$ cat config.mk
export PLATFORM = sky130hd
export DESIGN_NAME = axil_ipif_reg_bridge
export DESIGN_NICKNAME = d
export VERILOG_FILES = /design/src/rtl/axil_ipif_reg_bridge.sv
export SDC_FILE = /design/constraint.sdc
export NUM_CORES = 1
export LEC_CHECK = 0
export CORE_AREA = 5 5 121 123
export CTS_CLUSTER_DIAMETER = 30
export DETAILED_ROUTE_END_ITERATION = 6
export DIE_AREA = 0 0 126 128
export DONT_BUFFER_PORTS = 1
export GPL_TIMING_DRIVEN = 1
export PLACE_DENSITY = 0.55
export SLEW_MARGIN = 15
export SYNTH_ARGS = -nofsm -noshare
export SYNTH_HDL_FRONTEND = slang
export SYNTH_SLANG_ARGS = --single-unit
$ cat constraint.sdc
create_clock -name ACLK -period 3.36 [get_ports ACLK]
set_input_delay 0.336 -clock ACLK [delete_from_list [all_inputs] [get_ports ACLK]]
set_output_delay 0.336 -clock ACLK [all_outputs]
set_load 0.03 [all_outputs]
$ cat src/rtl/axil_ipif_reg_bridge.sv
// axil_ipif_reg_bridge
//   AXI4-Lite slave that turns single-beat AXI-Lite accesses into the
//   chip-enable style IPIF register bus. One transaction in flight at a time.
//
//   Build option: define AXIL_IPIF_TIMEOUT_EN to bound how long a CE may wait
//   for its acknowledge (C_TIMEOUT cycles, then SLVERR). Without it the CE
//   states wait indefinitely.
//
// Ports
//   ACLK, ARESETn        clock, synchronous active-low reset
//   AW*/W*/B*            AXI-Lite write address / data / response channels
//   AR*/R*               AXI-Lite read address / data channels
//   bus2ip_clk/resetn    ACLK / ARESETn passed through
//   bus2ip_data/be       latched WDATA / WSTRB
//   bus2ip_wrce/rdce     one-hot chip enables, one bit per register
//   ip2bus_data          register k read data at [32k+31:32k]
//   ip2bus_wrack/rdack   acknowledges from the register file
module axil_ipif_reg_bridge #(
  parameter int C_NUM_REG = 4,
  parameter int C_TIMEOUT = 16
) (
  input  logic                    ACLK,
  input  logic                    ARESETn,
  input  logic                    AWVALID,
  output logic                    AWREADY,
  input  logic [31:0]             AWADDR,
  input  logic                    WVALID,
  output logic                    WREADY,
  input  logic [31:0]             WDATA,
  input  logic [3:0]              WSTRB,
  output logic                    BVALID,
  input  logic                    BREADY,
  output logic [1:0]              BRESP,
  input  logic                    ARVALID,
  output logic                    ARREADY,
  input  logic [31:0]             ARADDR,
  output logic                    RVALID,
  input  logic                    RREADY,
  output logic [31:0]             RDATA,
  output logic [1:0]              RRESP,
  output logic                    bus2ip_clk,
  output logic                    bus2ip_resetn,
  output logic [31:0]             bus2ip_data,
  output logic [3:0]              bus2ip_be,
  output logic [C_NUM_REG-1:0]    bus2ip_wrce,
  output logic [C_NUM_REG-1:0]    bus2ip_rdce,
  input  logic [32*C_NUM_REG-1:0] ip2bus_data,
  input  logic                    ip2bus_wrack,
  input  logic                    ip2bus_rdack
);

  localparam logic [1:0] RESP_OKAY   = 2'b00;
  localparam logic [1:0] RESP_SLVERR = 2'b10;

  typedef enum logic [2:0] {IDLE, WR_CE, WR_RESP, RD_CE, RD_RESP} state_t;

  state_t      state;
  logic        last_wr;   // 1: a write was served last, so reads win the next contest
  logic [3:0]  idx_q;
  logic        wr_req, rd_req, gnt_wr, gnt_rd;
  logic        aw_oor, ar_oor;
  logic        to_hit;
  logic [31:0] rd_sel;
  logic        unused_addr_lsbs;

  assign bus2ip_clk    = ACLK;
  assign bus2ip_resetn = ARESETn;

  // Byte offset within a register carries no meaning on this bus.
  assign unused_addr_lsbs = ^{AWADDR[1:0], ARADDR[1:0]};

  assign wr_req = AWVALID && WVALID;
  assign rd_req = ARVALID;
  assign gnt_rd = rd_req && (!wr_req || last_wr);
  assign gnt_wr = wr_req && (!rd_req || !last_wr);

  // AW and W are always accepted together.
  assign AWREADY = ARESETn && (state == IDLE) && gnt_wr;
  assign WREADY  = AWREADY;
  assign ARREADY = ARESETn && (state == IDLE) && gnt_rd;

  assign aw_oor = ({2'b00, AWADDR[31:2]} >= 32'(C_NUM_REG));
  assign ar_oor = ({2'b00, ARADDR[31:2]} >= 32'(C_NUM_REG));

  always_comb begin
    rd_sel = '0;
    for (int k = 0; k < C_NUM_REG; k++)
      if (idx_q == 4'(k)) rd_sel = ip2bus_data[32*k +: 32];
  end

  function automatic logic [C_NUM_REG-1:0] ce_dec(input logic [3:0] i);
    ce_dec = '0;
    for (int k = 0; k < C_NUM_REG; k++) ce_dec[k] = (i == 4'(k));
  endfunction

`ifdef AXIL_IPIF_TIMEOUT_EN
  // Counts CE-high cycles; reads n-1 during the n-th cycle of a CE.
  logic [7:0] to_cnt;
  assign to_hit = (to_cnt == 8'(C_TIMEOUT - 1));

  always_ff @(posedge ACLK) begin
    if (!ARESETn || !((state == WR_CE) || (state == RD_CE))) to_cnt <= '0;
    else                                                     to_cnt <= to_cnt + 8'd1;
  end
`else
  assign to_hit = 1'b0;
`endif

  always_ff @(posedge ACLK) begin
    if (!ARESETn) begin
      state       <= IDLE;
      last_wr     <= 1'b1;
      idx_q       <= '0;
      BVALID      <= 1'b0;
      BRESP       <= RESP_OKAY;
      RVALID      <= 1'b0;
      RDATA       <= '0;
      RRESP       <= RESP_OKAY;
      bus2ip_data <= '0;
      bus2ip_be   <= '0;
      bus2ip_wrce <= '0;
      bus2ip_rdce <= '0;
    end else begin
      case (state)
        IDLE: begin
          if (gnt_wr) begin
            last_wr     <= 1'b1;
            idx_q       <= AWADDR[5:2];
            bus2ip_data <= WDATA;
            bus2ip_be   <= WSTRB;
            if (aw_oor) begin
              BVALID <= 1'b1;
              BRESP  <= RESP_SLVERR;
              state  <= WR_RESP;
            end else begin
              bus2ip_wrce <= ce_dec(AWADDR[5:2]);
              state       <= WR_CE;
            end
          end else if (gnt_rd) begin
            last_wr <= 1'b0;
            idx_q   <= ARADDR[5:2];
            if (ar_oor) begin
              RVALID <= 1'b1;
              RDATA  <= '0;
              RRESP  <= RESP_SLVERR;
              state  <= RD_RESP;
            end else begin
              bus2ip_rdce <= ce_dec(ARADDR[5:2]);
              state       <= RD_CE;
            end
          end
        end
        WR_CE: begin
          // An ack on the last counted cycle still beats the timeout.
          if (ip2bus_wrack || to_hit) begin
            bus2ip_wrce <= '0;
            BVALID      <= 1'b1;
            BRESP       <= ip2bus_wrack ? RESP_OKAY : RESP_SLVERR;
            state       <= WR_RESP;
          end
        end
        WR_RESP: begin
          if (BREADY) begin
            BVALID <= 1'b0;
            state  <= IDLE;
          end
        end
        RD_CE: begin
          if (ip2bus_rdack || to_hit) begin
            bus2ip_rdce <= '0;
            RVALID      <= 1'b1;
            RDATA       <= ip2bus_rdack ? rd_sel : 32'd0;
            RRESP       <= ip2bus_rdack ? RESP_OKAY : RESP_SLVERR;
            state       <= RD_RESP;
          end
        end
        RD_RESP: begin
          if (RREADY) begin
            RVALID <= 1'b0;
            state  <= IDLE;
          end
        end
        default: state <= IDLE;
      endcase
    end
  end

endmodule
==> reports/metrics.yaml <==
ys_warn_count: 0
die_x_um: 126
antenna_found_initial: 3
cap_violations: 0
cp.buffers_inverters: 1
drive_gt1_share_pct: 22.6
post-route-period-util_pct: 64.9
setup_tns_ns: 0
seqCellArea_sq_um: 1760
rrSetupSlack_ns: 1.21
core_area_sq_um: 13600
grt_pass1_wl_um: 21300
crit_chain: "nor3_4 -> nand2_1 -> or3_4 -> inv_1"
power_density_nw_per_um2: 535
cts.clk_slew.worst_paths_ns: 0.07
critical_path.endpoint: "ARREADY"
clk_path_buf_depth: 2
cp_slowest_cell: "dfxtp_1"
cts_setup_buffers: 0
cp-start-kind: "register"
dp_hpwl_um: 11500
total_power_mw: 2.50
finalMaxSlewViolations: 0
tritoncts: "yes"
clkSinkCount: 88
htree_levels: 3
rr_endpoint: "RDATA[14]"
start_util_pct: 32.0
finish.net_count: 657
slew_headroom_pct: 21.0
async_flop_share_pct: 0
root_buffer: "clkbuf_16"
hold_viol_final: 0
fmax_mhz: 459
overflow: 0
syn_area_sq_um: 4340
io_buffers: 0
synthTopCellsByCount: "dfxtp_1 (88), mux2_2 (64), nand2_1 (39)"
grt_max_degree: 43
fill_cells: 1395
grt_pass1_vias: 3647
cp_data_required_time_ns: 3.02
drc: 0
numCtsBuffers: 9
cts_hold_buf: 0
synth_seq_area_share_pct: 40.6
outcome: "completed"
synth-main-ff-cell: "dfxtp_1"
num_io_pins: 324
syn_to_final_growth_pct: 7.75
utilization_pct: 34.5
worst_pin_slew_ns: 1.18
ant_nets: 0
skew_ns: 0.00862
rows: 43
vias_per_cell: 5.91
die_h_um: 128
power.leakage_nw: 1.58
wl_um: 14800
die-area_sq_um: 16100
crit_fanout: 13
yosysTopAreaCell: "dfxtp_1"
r2r_start: "idx_q[1]"
postSynthAreaPerCell_sq_um: 9.76
peakVddDrop_uv: 195
drtIter0Drc: 271
synth_edf_count: 0
crit_type: "register to primary output"
crit_start: "state[0]"
setup_viol: 0
rsz0062_at_grt: "no"
route.vias.total: 3587
cts_resized: 0
critPathTopFamily: "simple AND/OR/NAND/NOR gates"
endpoint_kind: "primary output"
clk_latency_ns: 0.34
gp_congestion: 0.834
dr.pass1.iters: 5
multiInputGateArea_sq_um: 2330
yosys_register_bits: 88
yosysTopAreaCellShare_pct: 40.6
wl_per_cell_um: 24.4
rr_worst_depth: 4
slowest_delay_ns: 0.46
period_needed_ns: 2.18
critical_path_depth: 4
hp-class: "primary input to register"
synth.most_common_cell: "dfxtp_1"
synth.area.top_cells: "dfxtp_1 (41%), mux2_2 (17%), a22o_1 (7.7%)"
cp.arrival_ns: 1.84
grt_util_all_layers_pct: 17.1
synth_cell_type_count: 46
postSynthCellCount: 445
-- kinds of logic (layout without fill, tap and decap cells) --
| logic type | after synthesis | count (layout) | synth area share [%] |
|---|---|---|---|
| AO/OA/AOI/OAI | 144 | 144 | 24.9 |
| AND/OR/NAND/NOR | 93 | 93 | 10.9 |
| flip-flops | 88 | 88 | 40.6 |
| multiplexers | 68 | 68 | 17.5 |
| buffers and inverters | 51 | 30 | 5.99 |
| other | 1 | 4 | 0.0863 |
-- layout make-up --
type	count	area share, %
Timing Repair Buffer	6	0.962
Inverter	8	0.642
Multi-Input combinational cell	307	49.7
Clock inverter	7	1.31
Tap cell	180	4.81
Sequential cell	88	37.7
Antenna cell	2	0.107
Clock buffer	9	4.81
-- how the worst min path moves through the flow --
| stage | startpoint | to | slack (ns) | depth (start not counted) |
|---|---|---|---|---|
| floorplan | last_wr | last_wr | 0.44 | 2 |
| global placement | ACLK | bus2ip_clk | 0.34 | 0 |
| detailed placement | ACLK | bus2ip_clk | 0.34 | 0 |
| CTS | WDATA[7] | bus2ip_data[7] | 0.10 | 1 |
| global route | WDATA[5] | bus2ip_data[5] | 0.10 | 1 |
| finish | WDATA[3] | bus2ip_data[3] | 0.12 | 1 |
-- flip-flops by register name (all words and copies together) (netlist names) --
name and flops:
RRESP 1, bus2ip_data 32, RDATA 32, bus2ip_wrce 4, BRESP 1, BVALID 1, bus2ip_rdce 4, state 3
RVALID 1, last_wr 1, idx_q 4, bus2ip_be 4
-- layer usage --
metal  track usage [%]  part of all wire [%]  vias up
met5                 0                 0.088        -
met4              7.63                   2.9        2
met1              18.3                    35     1664
met3              5.79                    11       25
li1                  -                     -     1658
met2              30.4                    52      238
-- power by group --
part	switching, mW	internal (mW)
sequential	0.0989	1.08
combinational	0.194	0.165
clock	0.448	0.517
total	0.742	1.76
-- cells in the final DEF (no fill, tap or decap), drive strengths merged, types with 2 or more instances in the layout --
| cell | count |
|---|---|
| dfxtp | 88 |
| mux2 | 65 |
| nand2 | 39 |
| a22o | 38 |
| o21ai | 37 |
| o221ai | 32 |
| nor4 | 14 |
| nor2 | 13 |
| inv | 12 |
| clkbuf | 9 |
| a21oi | 9 |
| a32o | 7 |
| buf | 6 |
| a31oi | 5 |
| nand4 | 5 |
| and3 | 5 |
| nor3 | 5 |
| a211oi | 4 |
| nand3 | 3 |
| nand2b | 3 |
| a21o | 3 |
| mux2i | 3 |
| diode | 2 |
| o21a | 2 |
| conb | 2 |
| clkinv | 2 |
-- metrics by stage --
| stage | setup slack (ns) | instances | area (sq um) | hold slack [ns] |
|---|---|---|---|---|
| after floorplan | 1.20 | 446 | 4350 | 0.444 |
| after global placement | 1.18 | 589 | 4390 | 0.336 |
| after detailed placement | 1.16 | 589 | 4390 | 0.336 |
| after CTS | 1.17 | 605 | 4680 | 0.101 |
| after global routing | 1.03 | 607 | 4680 | 0.102 |
| final | 1.18 | 607 | 4680 | 0.120 |
No activity file was read; power rests on OpenSTA's default activity.
==> edit 1 (same settings) <==
Add a define of `AXIL_IPIF_TIMEOUT_EN`.
--- a/src/rtl/axil_ipif_reg_bridge.sv
+++ b/src/rtl/axil_ipif_reg_bridge.sv
@@ -16,4 +16,6 @@
 //   ip2bus_data          register k read data at [32k+31:32k]
 //   ip2bus_wrack/rdack   acknowledges from the register file
+`define AXIL_IPIF_TIMEOUT_EN
+
 module axil_ipif_reg_bridge #(
   parameter int C_NUM_REG = 4,
Function: same outputs for any inputs over 4 cycles, from zero or initial values and one cycle with ARESETn low; that may be too few to reach the edited logic, so the function may still have changed.
==> edit 1 against the unedited design <==
  * Wire length grew 1.7%
  * Synthesized area is 7.9% higher
  * Power grew 8.3%
  * Core utilization is 2.7 points higher
  * Clock skew fell by 0.0015 ns
  * Final area increased by 7.8%
  * Sequential cell count up 8
  * Worst hold slack got worse by 0.0042 ns
  * Via count up 6.2%
  * Setup slack got worse by 0.026 ns
==> edit 1: results (changes against the unedited design) <==
| Metric | Value |
|---|---|
| Pleak | `1.79 nW (+14%)` |
| Vias per cell | `5.90 (-0.22%)` |
| Worst relative slew slack | `0.228 (+0.0179)` |
| Vias in the first global route | `3,915 (+7.3%)` |
| Layout cells sized above 1 | `0.222 (-0.00438)` |
| Critical Path AT | `1.87 ns (+0.03 ns)` |
| Clock transition at path regs | `0.07 ns (about the same)` |
| WL final | `15.1 mm (+1.7%)` |
| Max_cap viols | `0 (unchanged)` |
| Fillers | `1,379 (-1.1%)` |
| Sequential share of the synthesized area | `0.410 (+0.00462)` |
| Worst r2r src | `state[0]$_SDFFE_PN0P_` |
| Worst reg2reg path depth | `5 (+1)` |
| Worst R2R Setup Slack | `1.26 ns (+0.05 ns)` |
| Root Driver | `clkbuf_16` |
| Iter 0 DRT Violations | `158 (-42%)` |
| GPL Wtd Cong | `0.875 (+4.9%)` |
| Clk buf depth | `2 (unchanged)` |
| Total GRT Usage | `0.178 (+0.00744)` |
| Placed Area | `4750 µm² (+8.3%)` |
| Syn Area/Cell | `9.70 µm² (-0.62%)` |
| Final net count | `698 (+6.2%)` |
| Max Fanout on Critical Path | `38 (+25)` |
| CP endpoint | `AWREADY` |
| Synth area leaders | `dfxtp_1 41%, mux2_2 15%, o22ai_1 7.9%` |
| Worst Setup SP | `state[1]$_SDFFE_PN0P_` |
| PnR worst setup slack | `1.15 ns (-0.0264 ns)` |
| Yosys cell types | `51 (+11%)` |
| Post-route insts no fill | `646 (+6.4%)` |
| Post-CTS setup buffers | `0 (unchanged)` |
| Clk_lat worst skew | `0.35 ns` |
| Number of CTS-inserted buffers | `9 (unchanged)` |
| Async S/R FF share, synth | `0 (unchanged)` |
| Sw frac | `0.297 (+0.00109)` |
| First-pass GRT wire length | `22.1 mm (+3.9%)` |
| Antenna violations before repair | `2 (-1)` |
| Maximum VDD drop | `0.198 mV (+1.5%)` |
| PostCTS Resize Cnt | `0 (unchanged)` |
| Top flop regs | `RDATA x32, bus2ip_data x32, to_cnt x8` |
| Most frequent cells after synthesis | `96 x dfxtp_1, 64 x mux2_2, 59 x o22ai_1, 45 x nand2_1, 36 x a22o_1` |
| Cells after DPL | `629 (+6.8%)` |
| Worst Skew | `0.00709 ns (-0.00153 ns)` |
| Reg2reg end | `RDATA[8]$_SDFFE_PN0P_` |
| 1st-pass router iterations | `4 (-1)` |
| Largest net degree at the start of global routing | `48 (+12%)` |
| Register area | `1920 µm² (+9.1%)` |
| Status | `complete, no violations` |
| DP HPWL | `11.6 mm (+0.43%)` |
-- edit 1: per-layer routing --
| metal | routed length (µm) | vias up | global-route usage |
|---|---|---|---|
| li1 | - | 1780 | - |
| met1 | 5350 | 1764 | 0.185 |
| met2 | 7760 | 239 | 0.317 |
| met3 | 1570 | 24 | 0.0679 |
| met4 | 371 | 2 | 0.0845 |
| met5 | 13 | - | 0 |
-- edit 1: critical path, stage by stage (launching register included) --
cell,delay (ns)
dfxtp_1,0.47
nor3_1,0.30
nand2_1,0.18
nor2_4,0.10
buf_4,0.45
-- edit 1: worst min-delay path by stage --
| stage | startpoint | endpoint | slack, ns | depth (start not counted) |
|---|---|---|---|---|
| after floorplan | to_cnt[0]$_SDFF_PP0_ | to_cnt[0]$_SDFF_PP0_ | 0.41 | 1 |
| after global placement | ACLK | bus2ip_clk | 0.34 | 0 |
| after CTS | WDATA[28] | bus2ip_data[28]$_SDFFE_PN0P_ | 0.09 | 1 |
| final | WDATA[11] | bus2ip_data[11]$_SDFFE_PN0P_ | 0.12 | 1 |
| after detailed placement | ACLK | bus2ip_clk | 0.34 | 0 |
| after global routing | WDATA[11] | bus2ip_data[11]$_SDFFE_PN0P_ | 0.09 | 1 |
-- edit 1: cells by family after synthesis --
kind of cell | after synthesis | share of synthesized area
compound gates | 135 | 0.222
simple gates | 125 | 0.131
buf+inv | 47 | 0.0513
other cells | 1 | 0.000800
fa+ha+maj | 1 | 0.00267
mux | 72 | 0.171
flops | 96 | 0.410
xor+xnor | 6 | 0.0112
-- edit 1: layout make-up --
class / instances / share of cell area
antenna: 1 / 0.000496
clock buffer: 9 / 0.0446
clock inverter: 7 / 0.0124
inverter: 5 / 0.00372
multi-input combinational: 341 / 0.502
sequential: 96 / 0.381
tap: 180 / 0.0446
timing repair buffer: 7 / 0.0104
-- edit 1: power by group through the flow --
| stage | logic, mW | registers (mW) | clock network, mW |
|---|---|---|---|
| after floorplan | 0.402 | 1.28 | 0.0446 |
| after global placement | 0.404 | 1.32 | 0 |
| after detailed placement | 0.415 | 1.32 | 0 |
| after CTS | 0.416 | 1.30 | 1.04 |
| after global routing | 0.455 | 1.30 | 1.10 |
| final | 0.416 | 1.29 | 1.00 |
==> edit 2 (config.mk and constraints unchanged) <==
Without the edit above. Re-encode `state_t` (5 states) as Gray code, 3 bits wide.
--- a/src/rtl/axil_ipif_reg_bridge.sv
+++ b/src/rtl/axil_ipif_reg_bridge.sv
@@ -53,5 +53,5 @@
   localparam logic [1:0] RESP_SLVERR = 2'b10;
 
-  typedef enum logic [2:0] {IDLE, WR_CE, WR_RESP, RD_CE, RD_RESP} state_t;
+  typedef enum logic [2:0] {IDLE = 3'b000, WR_CE = 3'b001, WR_RESP = 3'b011, RD_CE = 3'b010, RD_RESP = 3'b110} state_t;
 
   state_t      state;
Check against the original RTL: same outputs for any inputs over 4 cycles, from zero or initial values and one cycle with ARESETn low; so few cycles prove little.
==> edit 2 against the unedited design <==
  * Critical path type unchanged
  * Wire length is 2.4% lower
  * Power is 9.5% higher
  * Sequential cell count stayed put
  * Final area is 0.61% higher
  * Non-clock buffer count up 2
  * Synthesized area fell by 0.40%
  * Clock skew fell by 0.0027 ns
  * First-iteration DRC count is 19% lower
  * Combinational power grew 24%
  * Fmax is 15% lower
  * Setup slack got worse by 0.38 ns
  * Final cell count grew 16%
==> edit 2: results (changes against the unedited design) <==
| Metric | Value |
|---|---|
| Pleak | `1.66 nW (+5.1%)` |
| Hold_sp | `ARESETn` |
| Worst Hold End | `last_wr$_SDFFE_PN1P_` |
| Antenna violations before repair | `1 (-2)` |
| Most frequent cells after synthesis | `129 x nand2_1, 88 x dfxtp_1, 44 x a21oi_1, 36 x nor2b_1, 34 x o221ai_1` |
| Worst R2R Setup Slack | `1.28 ns (+0.07 ns)` |
| Register area | `1760 µm² (about the same)` |
| Placed Area | `4410 µm² (+0.57%)` |
| Starting Density | `0.319 (-0.00129)` |
| Layout cells sized above 1 | `0.0746 (-0.151)` |
| Post-Syn Instances | `539 (+21%)` |
| First-pass GRT wire length | `21.5 mm (+0.91%)` |
| Final net count | `755 (+15%)` |
| Multiplexer area fraction after synthesis | `0.0116 (-0.164)` |
| Cells after DPL | `687 (+17%)` |
| DP HPWL | `10.9 mm (-5.5%)` |
| Reg2reg end | `RDATA[8]$_SDFFE_PN0P_` |
| Yosys cell types | `49 (+6.5%)` |
| Worst Skew | `0.00592 ns (-0.00270 ns)` |
| Synth area leaders | `dfxtp_1 41%, nand2_1 11%, o221ai_1 6.9%` |
| Place WS | `1.20 ns (+0.0340 ns)` |
| Worst reg2reg path depth | `6 (+2)` |
| Max Fanout on Critical Path | `38 (+25)` |
| Fillers | `1,424 (+2.1%)` |
| Status | `complete, no violations` |
| Hold WS | `0.0662 ns (-0.0536 ns)` |
| Total GRT Usage | `0.169 (-0.00148)` |
| Compound-gate portion of the synthesized area | `0.262 (+0.0132)` |
| Worst r2r src | `state[1]$_SDFFE_PN0P_` |
| Maximum VDD drop | `0.229 mV (+17%)` |
| Worst relative slew slack | `0.396 (+0.186)` |
| Total number of vias | `3,967 (+11%)` |
| Sequential share of the synthesized area | `0.407 (+0.00164)` |
| 1st-pass router iterations | `4 (-1)` |
| Vias in the first global route | `3,846 (+5.5%)` |
[edit 2: cell types whose count changed in the layout (fill, tap and decap cells not counted), sizes merged, moves of 17 or more]
cell,unedited run,this run
a22o,38,0
nor2b,1,36
mux2,65,0
nand2,39,129
nor2,13,30
a21oi,9,44
a211o,0,18
[edit 2: final cells by class]
class,count,area share
clock buffers,9,0.0478
inverters,6,0.00478
clock inverters,7,0.0143
diodes,1,0.000531
multi-input cells,405,0.497
flip-flops and latches,88,0.375
well taps,180,0.0478
repair buffers,8,0.0128
[edit 2: cells by family after synthesis]
kind of cell / Yosys count
and+or+nand+nor: 240
AOI/OAI and AO/OA: 158
DFF: 88
buffers and inverters: 47
muxes: 5
other: 1
[edit 2: where the power goes]
group          internal, mW  total [mW]  switching [mW]
clock                 0.524        1.01           0.483
sequential             1.11        1.29           0.182
combinational         0.173       0.444           0.271
[edit 2: how the worst max path moves through the flow]
stage | slack [ns] | endpoint | cells after the start | startpoint
6_report | 0.80 | WREADY | 5 | state[1]$_SDFFE_PN0P_
3_3_place_gp | 1.22 | WREADY | 5 | state[1]$_SDFFE_PN0P_
2_1_floorplan | 1.20 | bus2ip_clk | 1 | ACLK
3_5_place_dp | 1.20 | WREADY | 5 | state[1]$_SDFFE_PN0P_
5_1_grt | 0.64 | WREADY | 5 | state[1]$_SDFFE_PN0P_
4_1_cts | 0.80 | WREADY | 5 | state[1]$_SDFFE_PN0P_
[edit 2: worst max-delay path: stages (launching register included)]
cell	delay (ns)
dfxtp_1	0.49
nor3_2	0.43
nand4_1	0.26
buf_4	0.32
nor2_1	0.13
buf_4	0.23
[edit 2: per-layer routing]
metal  vias to the layer above  track usage  wire [µm]
met5                         -            0          0
met4                         0       0.0789        328
met3                        22       0.0771       1620
met2                       202        0.272       6910
met1                      1831        0.192       5600
li1                       1912            -          -
